## src/rtl/fetch_prefetch_buf.sv

```systemverilog
// Instruction prefetch buffer: a DEPTH-entry FIFO fed by a split request/response
// bus with several reads in flight; redirects flush the FIFO and drop stale responses.
module fetch_prefetch_buf #(
  parameter int                ADDR_W   = 32,
  parameter int                DATA_W   = 32,
  parameter int                DEPTH    = 4,
  parameter logic [ADDR_W-1:0] RESET_PC = '0,
  parameter int                PC_STEP  = 4
) (
  input  logic                       clk,
  input  logic                       rst,
  input  logic                       jump_flag_i,
  input  logic [ADDR_W-1:0]          jump_addr_i,
  input  logic                       jtag_reset_flag_i,
  input  logic                       hold_i,
  output logic                       req_o,
  output logic [ADDR_W-1:0]          addr_o,
  input  logic                       gnt_i,
  input  logic                       rvalid_i,
  input  logic [DATA_W-1:0]          rdata_i,
  output logic                       inst_valid_o,
  output logic [DATA_W-1:0]          inst_o,
  output logic [ADDR_W-1:0]          inst_addr_o,
  output logic [$clog2(DEPTH):0]     level_o
);

  localparam int CW = $clog2(DEPTH) + 1;
  localparam int PW = $clog2(DEPTH);
  localparam int SW = CW + 1;
  localparam logic [DATA_W-1:0] NOP = DATA_W'(32'h0000_0013);

  logic [ADDR_W-1:0] fetch_pc_q, fetch_pc_d;
  logic [ADDR_W-1:0] resp_pc_q, resp_pc_d;
  logic [DATA_W-1:0] data_mem_q [DEPTH];
  logic [DATA_W-1:0] data_mem_d [DEPTH];
  logic [ADDR_W-1:0] addr_mem_q [DEPTH];
  logic [ADDR_W-1:0] addr_mem_d [DEPTH];
  logic [PW-1:0]     rd_ptr_q, rd_ptr_d;
  logic [PW-1:0]     wr_ptr_q, wr_ptr_d;
  logic [CW-1:0]     count_q, count_d;
  logic [CW-1:0]     live_q, live_d;
  logic [CW-1:0]     drop_q, drop_d;

  logic              redirect_s;
  logic [ADDR_W-1:0] target_s;
  logic [SW-1:0]     credit_sum_s;
  logic              grant_s;
  logic              push_s;
  logic              pop_s;

  assign redirect_s   = jtag_reset_flag_i | jump_flag_i;
  assign target_s     = jtag_reset_flag_i ? RESET_PC : jump_addr_i;
  // Discarded responses still occupy credits: their slots must drain before reuse.
  assign credit_sum_s = SW'(count_q) + SW'(live_q) + SW'(drop_q);
  assign req_o        = !rst && !redirect_s && (credit_sum_s < SW'(DEPTH));
  assign addr_o       = fetch_pc_q;
  assign grant_s      = req_o & gnt_i;
  assign inst_valid_o = (count_q != CW'(0));
  assign push_s       = rvalid_i && !redirect_s && (drop_q == CW'(0));
  assign pop_s        = inst_valid_o && !hold_i && !redirect_s;
  assign inst_o       = inst_valid_o ? data_mem_q[rd_ptr_q] : NOP;
  assign inst_addr_o  = addr_mem_q[rd_ptr_q];
  assign level_o      = count_q;

  always_comb begin
    fetch_pc_d = fetch_pc_q;
    resp_pc_d  = resp_pc_q;
    data_mem_d = data_mem_q;
    addr_mem_d = addr_mem_q;
    rd_ptr_d   = rd_ptr_q;
    wr_ptr_d   = wr_ptr_q;
    count_d    = count_q;
    live_d     = live_q;
    drop_d     = drop_q;
    if (redirect_s) begin
      fetch_pc_d = target_s;
      resp_pc_d  = target_s;
      rd_ptr_d   = '0;
      wr_ptr_d   = '0;
      count_d    = '0;
      live_d     = '0;
      // Everything still in flight turns stale; a response landing now is one of them.
      drop_d     = drop_q + live_q - CW'(rvalid_i);
    end else begin
      if (grant_s) begin
        fetch_pc_d = fetch_pc_q + ADDR_W'(PC_STEP);
      end else begin
        fetch_pc_d = fetch_pc_q;
      end
      if (rvalid_i && (drop_q != CW'(0))) begin
        drop_d = drop_q - CW'(1);
      end else begin
        drop_d = drop_q;
      end
      if (push_s) begin
        data_mem_d[wr_ptr_q] = rdata_i;
        addr_mem_d[wr_ptr_q] = resp_pc_q;
        wr_ptr_d             = wr_ptr_q + PW'(1);
        resp_pc_d            = resp_pc_q + ADDR_W'(PC_STEP);
      end else begin
        wr_ptr_d = wr_ptr_q;
      end
      if (pop_s) begin
        rd_ptr_d = rd_ptr_q + PW'(1);
      end else begin
        rd_ptr_d = rd_ptr_q;
      end
      count_d = count_q + CW'(push_s) - CW'(pop_s);
      live_d  = live_q + CW'(grant_s) - CW'(push_s);
    end
  end

  always_ff @(posedge clk or posedge rst) begin
    if (rst) begin
      fetch_pc_q <= RESET_PC;
      resp_pc_q  <= RESET_PC;
      data_mem_q <= '{default: '0};
      addr_mem_q <= '{default: '0};
      rd_ptr_q   <= '0;
      wr_ptr_q   <= '0;
      count_q    <= '0;
      live_q     <= '0;
      drop_q     <= '0;
    end else begin
      fetch_pc_q <= fetch_pc_d;
      resp_pc_q  <= resp_pc_d;
      data_mem_q <= data_mem_d;
      addr_mem_q <= addr_mem_d;
      rd_ptr_q   <= rd_ptr_d;
      wr_ptr_q   <= wr_ptr_d;
      count_q    <= count_d;
      live_q     <= live_d;
      drop_q     <= drop_d;
    end
  end

endmodule

```

## config.mk

```make
export PLATFORM = sky130hd
export DESIGN_NAME = fetch_prefetch_buf
export DESIGN_NICKNAME = d
export VERILOG_FILES = /design/src/rtl/fetch_prefetch_buf.sv
export SDC_FILE = /design/constraint.sdc
export NUM_CORES = 1
export LEC_CHECK = 0
export BUFFER_PORTS_ARGS = -buffer_cell sky130_fd_sc_hd__buf_4
export CAP_MARGIN = 20
export CORE_MARGIN = 2
export CORE_UTILIZATION = 45
export CTS_BUF_LIST = sky130_fd_sc_hd__clkbuf_8
export CTS_CLUSTER_SIZE = 8
export DETAILED_ROUTE_END_ITERATION = 10
export SLEW_MARGIN = 10
export SYNTH_ARGS = -nofsm -noshare
export SYNTH_HDL_FRONTEND = slang
export SYNTH_SLANG_ARGS = --single-unit
```

## constraint.sdc

```tcl
create_clock -name clk -period 27.3 [get_ports clk]
set_clock_uncertainty 0.15 [all_clocks]
set_input_delay 0 -clock clk [delete_from_list [all_inputs] [get_ports clk]]
set_output_delay 0 -clock clk [all_outputs]
set_load 0.02 [all_outputs]
```

### Word-level counts from Yosys, hierarchy flattened

Index checks and enable logic that the tools add are counted.
W data, S select, Z words.

* bits in registers: 333
* output and inout bits: 101
* word-level logic and storage cells: 80
* input bits: 71

* multiplexer cells: 24
* bitwise operators: 5
* $lt $le $gt $ge: 4
* reductions and logical operators: 19
* add/sub/neg operators: 13

Operators by type and width (count)
* $mux W32: 11
* $bwmux W128: 2
* $bmux W32 S2: 2
* $add A32 B3 Y32 const B: 2
* $demux W32 S2: 1
* $mux W3: 4
* $sub A3 B1 Y3: 3
* $logic_and A1 B1 Y1: 8
* $mux W2: 4
* $reduce_bool A2 Y1: 4
* $add A3 B1 Y3: 2
* $ge A3 B3 Y1 const B: 2
* $not A2 Y3: 2
* $reduce_bool A3 Y1: 2
* $add A2 B1 Y2 const B: 2
* $add A3 B3 Y4: 1
* $add A4 B3 Y4: 1
* $lt A4 B3 Y1 const B: 1
* $add A3 B3 Y3: 1
* $logic_not A1 Y1: 3
* $logic_not A3 Y1: 1
* $lt A3 B1 Y1 const B: 1
* $sub A3 B1 Y3 const B: 1
* $reduce_and A2 Y1: 1
* other kinds (3): 3

### Logic depth before layout (Yosys ltp)

Gate-level depths: netlist of the first run.

* depth in word-level cells: 8
* gate-level depth with buffers: 16
* mapped depth without buffers: 15

### Least setup slack after synthesis of the first run

OpenSTA, ideal clock, no wires.

* path type: input to output
* start: input rst
* end: output req_o
* required time: 27.150 ns
* path buffers: 0
* stages: 2
* arrival: 8.004 ns
* path slack: 19.146 ns
* cell sequence: inv_1 -> and4_1

* word-level cells in the longest chain between the ends: 3

Ends and longest elaborated chain
* start: declaration: line 11 `input logic rst,`
* $logic_not A1 Y1 (no source line)
* $logic_and A1 B1 Y1 (2 in a row): line 55 `assign req_o = !rst && !redirect_s && (credit_sum_s < SW'(DEPTH));`
* end: declaration: line 16 `output logic req_o,`

No other way between the ends.

### Worst setup path after layout of the first run

* start: register count_q[1] (netlist: level_o[1])
* end: register live_q[2]

* word-level cells in the longest chain between the ends: 8

Ends and longest elaborated chain
* start: declaration: line 40 `logic [CW-1:0] count_q, count_d;`
* start signal: assignment: line 131 `count_q <= count_d;`
* $add A3 B3 Y4: line 54 `assign credit_sum_s = SW'(count_q) + SW'(live_q) + SW'(drop_q);`
* $add A4 B3 Y4: line 54
* $lt A4 B3 Y1: line 55
* $logic_and A1 B1 Y1: line 55
* $and A1 B1 Y1: line 57 `assign grant_s = req_o & gnt_i;`
* $add A3 B1 Y3: line 109 `live_d = live_q + CW'(grant_s) - CW'(push_s);`
* $sub A3 B1 Y3: line 109
* $mux W3: line 75 `if (redirect_s) begin`
* via live_d[2]: line 41 `logic [CW-1:0] live_q, live_d;`
* end signal: assignment: line 132 `live_q <= live_d;`
* end: declaration: line 41

The timed path passes the listed nets, and every way through them passes these cells.
A chain may end at the register's enable or synchronous reset.

==> impl_metrics.py, run 1 <==
metrics = {
    "clocking": {
        "cts.sinks": 331,
        "cts_setup_buffers": 0,
        "cts_tree": "yes",
        "cts_buffers": 57,
        "cts_resized": 0,
        "clk_pin_slew_ps": 70,
        "cts_hold_buf": 81,
        "cts_root_buffer": "clkbuf_8",
        "clock_latency_ps": 610,
        "clockBufferDepth": 3,
        "htreeDepth": 2,
    },
    "detailed_routing": {
        "drc_errors": 0,
        "viasPerCell": 5.52,
        "drt-total-wl_mm": 39.2,
        "wl_per_cell_um": 20.2,
        "vias": 10716,
        "ant_nets": 0,
        "drtIter0Drc": 462,
        "firstDrtPassIters": 5,
    },
    "floorplan": {
        "initial_core_util_pct": 45.9,
        "top_level_ports": 172,
        "die_y_um": 192,
        "die_area_um2": 36900,
        "core_um2": 34700,
        "rows": 68,
        "die_w_um": 192,
    },
    "layout": {
        "fillCellCount": 2944,
        "mostFrequentLayoutCell": "dfrtp_1",
        "final_cell_mix": "dfrtp_1 (329), mux2_2 (222), buf_4 (181)",
        "drive_gt1_share_pct": 38.4,
        "syn_to_final_growth_pct": 22.7,
        "fin_nets": 1537,
        "diodes": 0,
        "final_cells": 1943,
    },
    "synthesis": {
        "netlist_area_um2": 15900,
        "synth.distinct_cells": 61,
        "syn-instance-count": 1201,
        "synthTopCellsByArea": "dfrtp_1 (52%), mux2_2 (16%), mux4_2 (9.0%), mux2_1 (2.2%), xor2_1 (1.7%)",
        "synth_ff_type": "dfrtp_1",
        "ys_async_sr_fraction_pct": 100,
        "synth_top_area_share_pct": 52.0,
        "synth_nets": 1294,
        "synth_edf_count": 0,
        "syn_avg_cell_area_um2": 13.3,
        "synth_top_area_cell": "dfrtp_1",
        "ys_seq_area_share_pct": 52.0,
        "yosysWarnings": 0,
        "ys_seq_elements": 331,
    },
    "timing": {
        "tightest_slew_ps": 1110,
        "max_slew_margin_pct": 25.9,
        "fin_crit_sh_pct": 13.6,
        "setup_ws_ps": 23580,
        "slew_viol_final": 0,
        "tns_ps": 0,
        "fmax_mhz": 269,
        "rsz0062_at_grt": "false",
        "period_needed_ps": 3720,
        "setup_viol": 0,
        "hold_viol_final": 0,
    },
    "place": {
        "dp_slack_ps": 23570,
        "port_buffers": 171,
        "place_inst": 1757,
        "gp_congestion": 0.824,
        "hpwl_mm": 24.0,
    },
    "min_path": {
        "min_path_type": "input port to flop",
    },
    "critical_path": {
        "path_max_fanout": 4,
        "arrival_ps": 4040,
        "endpoint_kind": "flop",
        "path_class": "flop to flop",
        "cp.required_ps": 27620,
        "worstSetupStartpointType": "flop",
    },
    "power": {
        "peakVddDrop_mv": 0.0388,
        "p_per_area_nw_per_um2": 64.4,
        "leakagePower_uw": 0.00937,
    },
    "grt": {
        "gr-usage-met1_pct": 30.0,
        "grt_max_degree": 120,
        "busiest_layer": "met2",
        "grt_pass1_wl_mm": 62.8,
        "met2_usage_pct": 36.4,
        "grt.overflow.total": 0,
        "use_met3_pct": 3.42,
        "grt_pass1_vias": 11326,
        "grt_use_total_pct": 21.9,
        "antenna_found_initial": 0,
    },
    "flow_run": {
        "cap_violations": 0,
    },
    "run_status": {
        "status": "finished, final reports clean",
    },
}
## power breakdown
part	switching, uW	internal (uW)
combinational	108	133
clock	202	242
sequential	33.1	541
## synthesized netlist by cell type (17+ instances only)
cell type	number
a21oi_1	32
buf_2	38
clkbuf_1	34
dfrtp_1	331
inv_1	30
mux2_1	31
mux2_2	222
mux4_2	64
nand2_1	67
nand3_1	29
nand4_1	29
nor2_1	30
nor2b_1	30
o21ai_0	17
xnor2_1	21
xor2_1	31
## cell type report
type,instances,area (um^2),share of cell area [%]
multi-input combinational,759,7210,36.9
sequential,331,8290,42.4
tap,455,569,2.91
clock buffer,71,977,5.00
inverter,31,124,0.633
clock inverter,32,159,0.813
timing repair buffer,264,2220,11.4
## path summary, 6_finish.rpt
path                                                  start                     endpoint  slack (ps)  cells after the start
worst max-delay path                   level_o[1]$_DFF_PP0_          live_q[2]$_DFF_PP0_       23580                     15
worst min-delay path                        jump_addr_i[19]       addr_o[19]$_DFFE_PP0P_          50                      4
worst max register to register         level_o[1]$_DFF_PP0_          live_q[2]$_DFF_PP0_       23580                     15
worst min register to register  addr_mem_q[125]$_DFFE_PP0P_  addr_mem_q[125]$_DFFE_PP0P_         330                      2
max in group asynchronous                               rst   data_mem_q[92]$_DFFE_PP0P_       24090                      6
min in group asynchronous                               rst       addr_o[24]$_DFFE_PP0P_         570                      4
## flip-flops by register name (all words and copies together), names as in the netlist
register    flops
data_mem_q    128
drop_q          3
rd_ptr_q        2
addr_mem_q    128
resp_pc_q      31
addr_o         31
live_q          3
wr_ptr_q        2
level_o         3
## worst max-delay path, stage by stage (launching register included)
cell and delay [ps]:
dfrtp_1 410, inv_1 120, fa_1 480, or2_2 310
fa_1 540, nand3b_1 130, nor2_1 140, nand2_1 70
ha_1 270, inv_1 50, ha_1 130, inv_1 50
fa_1 370, xnor2_1 180, xnor2_1 130, nor2_1 60
## stage by stage
stage               hold slack (ps)  util [%]  instance area [um^2]  power (uW)
CTS                            7.80      56.2                 19500        1280
global route                   25.2      56.3                 19600        1330
detailed placement             71.4      50.6                 17600         816
global placement               78.5      50.6                 17600         811
floorplan                     -31.4         -                 15900         733
finish                         49.9      56.3                 19600        1260
## cell families after synthesis
family / Yosys count / synth area share, %
DFF: 331 / 52.0
muxes: 320 / 27.1
AOI/OAI and AO/OA: 111 / 4.51
and+or+nand+nor: 254 / 8.56
adders and majority gates: 22 / 2.01
xor gates and xnor gates: 52 / 2.86
buffers and inverters: 111 / 2.98
## per-layer routing
| metal | wire [um] | vias to the layer above |
|---|---|---|
| li1 | - | 4869 |
| met1 | 17800 | 5470 |
| met2 | 18800 | 312 |
| met3 | 1900 | 65 |
| met4 | 680 | 0 |
| met5 | 0 | - |
Note: power is estimated with default switching activity, not from simulation.
==> inputs of run 2 (changes only) <==
==> constraint.sdc (replaced) <==
create_clock -name clk -period 3.6 [get_ports clk]
set_clock_uncertainty 0.15 [all_clocks]
set_input_delay 0 -clock clk [delete_from_list [all_inputs] [get_ports clk]]
set_output_delay 0 -clock clk [all_outputs]
set_load 0.02 [all_outputs]
==> run 2 against run 1 <==
Fmax is 5.6% higher; critical path type unchanged; highest routed layer unchanged; routed wire length is 0.41% lower; final cell count is 0.72% higher.
==> impl_metrics.py, run 2 (same netlist as run 1, synthesis figures left out) <==
metrics = {
    "run_status": {
        "status": "finished, final reports clean",
    },
    "critical_path": {
        "path_class": "flop to flop",
        "timing.rr.start": "level_o[1]$_DFF_PP0_",
        "arrival_ps": 3830,
        "path_max_fanout": 2,
        "worstSetupStartpointType": "flop",
        "r2r_end": "live_q[2]$_DFF_PP0_",
        "endpoint_kind": "flop",
        "r2r_setup_slack_ps": 70,
        "cp.required_ps": 3910,
        "r2r_cells": 15,
    },
    "floorplan": {
        "die_y_um": 192,
        "initial_core_util_pct": 45.9,
        "die_w_um": 192,
        "core_um2": 34700,
        "die_area_um2": 36900,
        "top_level_ports": 172,
        "rows": 68,
    },
    "place": {
        "gp_congestion": 0.847,
        "port_buffers": 171,
        "hpwl_mm": 25.1,
    },
    "detailed_routing": {
        "firstDrtPassIters": 5,
        "viasPerCell": 5.51,
        "drc_errors": 0,
        "drtIter0Drc": 529,
        "ant_nets": 0,
        "vias": 10790,
        "wl_per_cell_um": 19.9,
        "drt-total-wl_mm": 39.0,
    },
    "timing": {
        "setup_viol": 0,
        "rsz0062_at_grt": "true",
        "tightest_slew_ps": 918,
        "max_slew_margin_pct": 38.8,
        "hold_viol_final": 0,
        "fin_crit_sh_pct": 97.9,
        "fmax_mhz": 284,
        "slew_viol_final": 0,
        "period_needed_ps": 3530,
    },
    "min_path": {
        "whs_path_depth": 3,
        "hold_start": "rdata_i[9]",
        "min_path_type": "input port to flop",
        "min_to": "data_mem_q[105]$_DFFE_PP0P_",
    },
    "clocking": {
        "cts.sinks": 331,
        "htreeDepth": 2,
        "cts_tree": "yes",
        "cts_root_buffer": "clkbuf_8",
        "clockBufferDepth": 3,
        "clock_latency_ps": 580,
        "cts_buffers": 58,
        "clk_pin_slew_ps": 60,
    },
    "layout": {
        "multi_input_area_um2": 7240,
        "fin_nets": 1562,
        "seq_area_um2": 8290,
        "final_cell_mix": "dfrtp_1 (329), mux2_2 (222), buf_4 (196)",
        "mostFrequentLayoutCell": "dfrtp_1",
        "syn_to_final_growth_pct": 24.4,
        "diodes": 0,
        "largestRegisters": "addr_mem_q (128), data_mem_q (128)",
        "drive_gt1_share_pct": 40.0,
        "fillCellCount": 2941,
        "finalCoreUtilization_pct": 57.1,
    },
    "grt": {
        "grt_pass1_vias": 11307,
        "grt.overflow.total": 0,
        "antenna_found_initial": 0,
        "grt_max_degree": 119,
        "grt_pass1_wl_mm": 62.8,
        "grt_use_total_pct": 21.7,
    },
    "power": {
        "fin_total_pwr_uw": 9550,
        "leakagePower_uw": 0.00948,
        "p_per_area_nw_per_um2": 482,
        "peakVddDrop_mv": 0.279,
    },
    "flow_run": {
        "cap_violations": 0,
    },
}
run 2: cell types whose count changed in the layout (fill, tap and decap cells not counted), moves of 2 or more:
cell / change
buf_12: +11
buf_16: -2
buf_4: +15
clkbuf_8: +4
clkinv_2: -4
clkinvlp_4: +2
fa_1: -2
fa_2: +2
inv_1: -11
inv_2: +2
run 2: report_power, final:
part | internal [uW] | total, uW | switching (uW) | leakage [uW]
Combinational | 1050 | 1890 | 838 | 0.00433
Clock | 1830 | 3310 | 1480 | 0.000627
Sequential | 4100 | 4350 | 249 | 0.00452
Total | 6980 | 9550 | 2570 | 0.00948
run 2: layer usage:
metal	global-route usage (%)	wire [um]	up-vias
li1	-	-	4907
met1	29.6	17200	5507
met2	36.3	19000	315
met3	3.53	2080	61
met4	5.87	712	0
met5	0	0	-
run 2: layout make-up:
| cell class | count | share of cell area (%) |
|---|---|---|
| Clock inverter | 18 | 0.372 |
| Multi-Input combinational cell | 759 | 36.5 |
| Timing Repair Buffer | 288 | 12.6 |
| Sequential cell | 331 | 41.8 |
| Clock buffer | 75 | 5.21 |
| Inverter | 31 | 0.606 |
| Tap cell | 455 | 2.87 |
run 2: worst max-delay path, stage by stage (launching register included):
cell	delay, ps
dfrtp_1	350
inv_1	70
fa_1	460
or2_4	260
fa_2	550
nand3b_1	120
nor2_2	140
nand2_1	70
ha_1	290
inv_1	60
ha_1	130
inv_1	50
fa_2	330
xnor2_1	170
xnor2_1	150
nor2_1	50
run 2: worst max path at each step:
stage | slack [ps] | endpoint | startpoint | cells after the start
after global placement | 60 | live_q[2]$_DFF_PP0_ | live_q[1]$_DFF_PP0_ | 15
after floorplan | -2170 | req_o | rst | 2
after CTS | 5 | live_q[2]$_DFF_PP0_ | level_o[1]$_DFF_PP0_ | 15
final | 70 | live_q[2]$_DFF_PP0_ | level_o[1]$_DFF_PP0_ | 15
after detailed placement | 20 | live_q[2]$_DFF_PP0_ | live_q[1]$_DFF_PP0_ | 15
after global routing | -90 | live_q[2]$_DFF_PP0_ | level_o[1]$_DFF_PP0_ | 15
run 2: through the flow:
| stage | area (um^2) | std cells | hold WS, ps | setup TNS [ps] | setup slack (ps) |
|---|---|---|---|---|---|
| after floorplan | 15900 | 1201 | -31.4 | -325950 | -2170 |
| after global placement | 17900 | 1780 | 76.2 | 0 | 61.1 |
| after detailed placement | 17900 | 1780 | 73.5 | 0 | 20.3 |
| after CTS | 19800 | 1956 | 24.2 | 0 | 5.31 |
| after global routing | 19800 | 1957 | 49.6 | -116 | -92.7 |
| final | 19800 | 1957 | 62.9 | 0 | 74.9 |
run 2: timing repair:
action,4_1_cts,5_1_grt
pin swaps,4,6
gates resized for setup,5,2
setup endpoints to repair,1,2
hold endpoints to repair,303,0
setup buffers,2,1
hold buffers,81,0
gates cloned,0,0
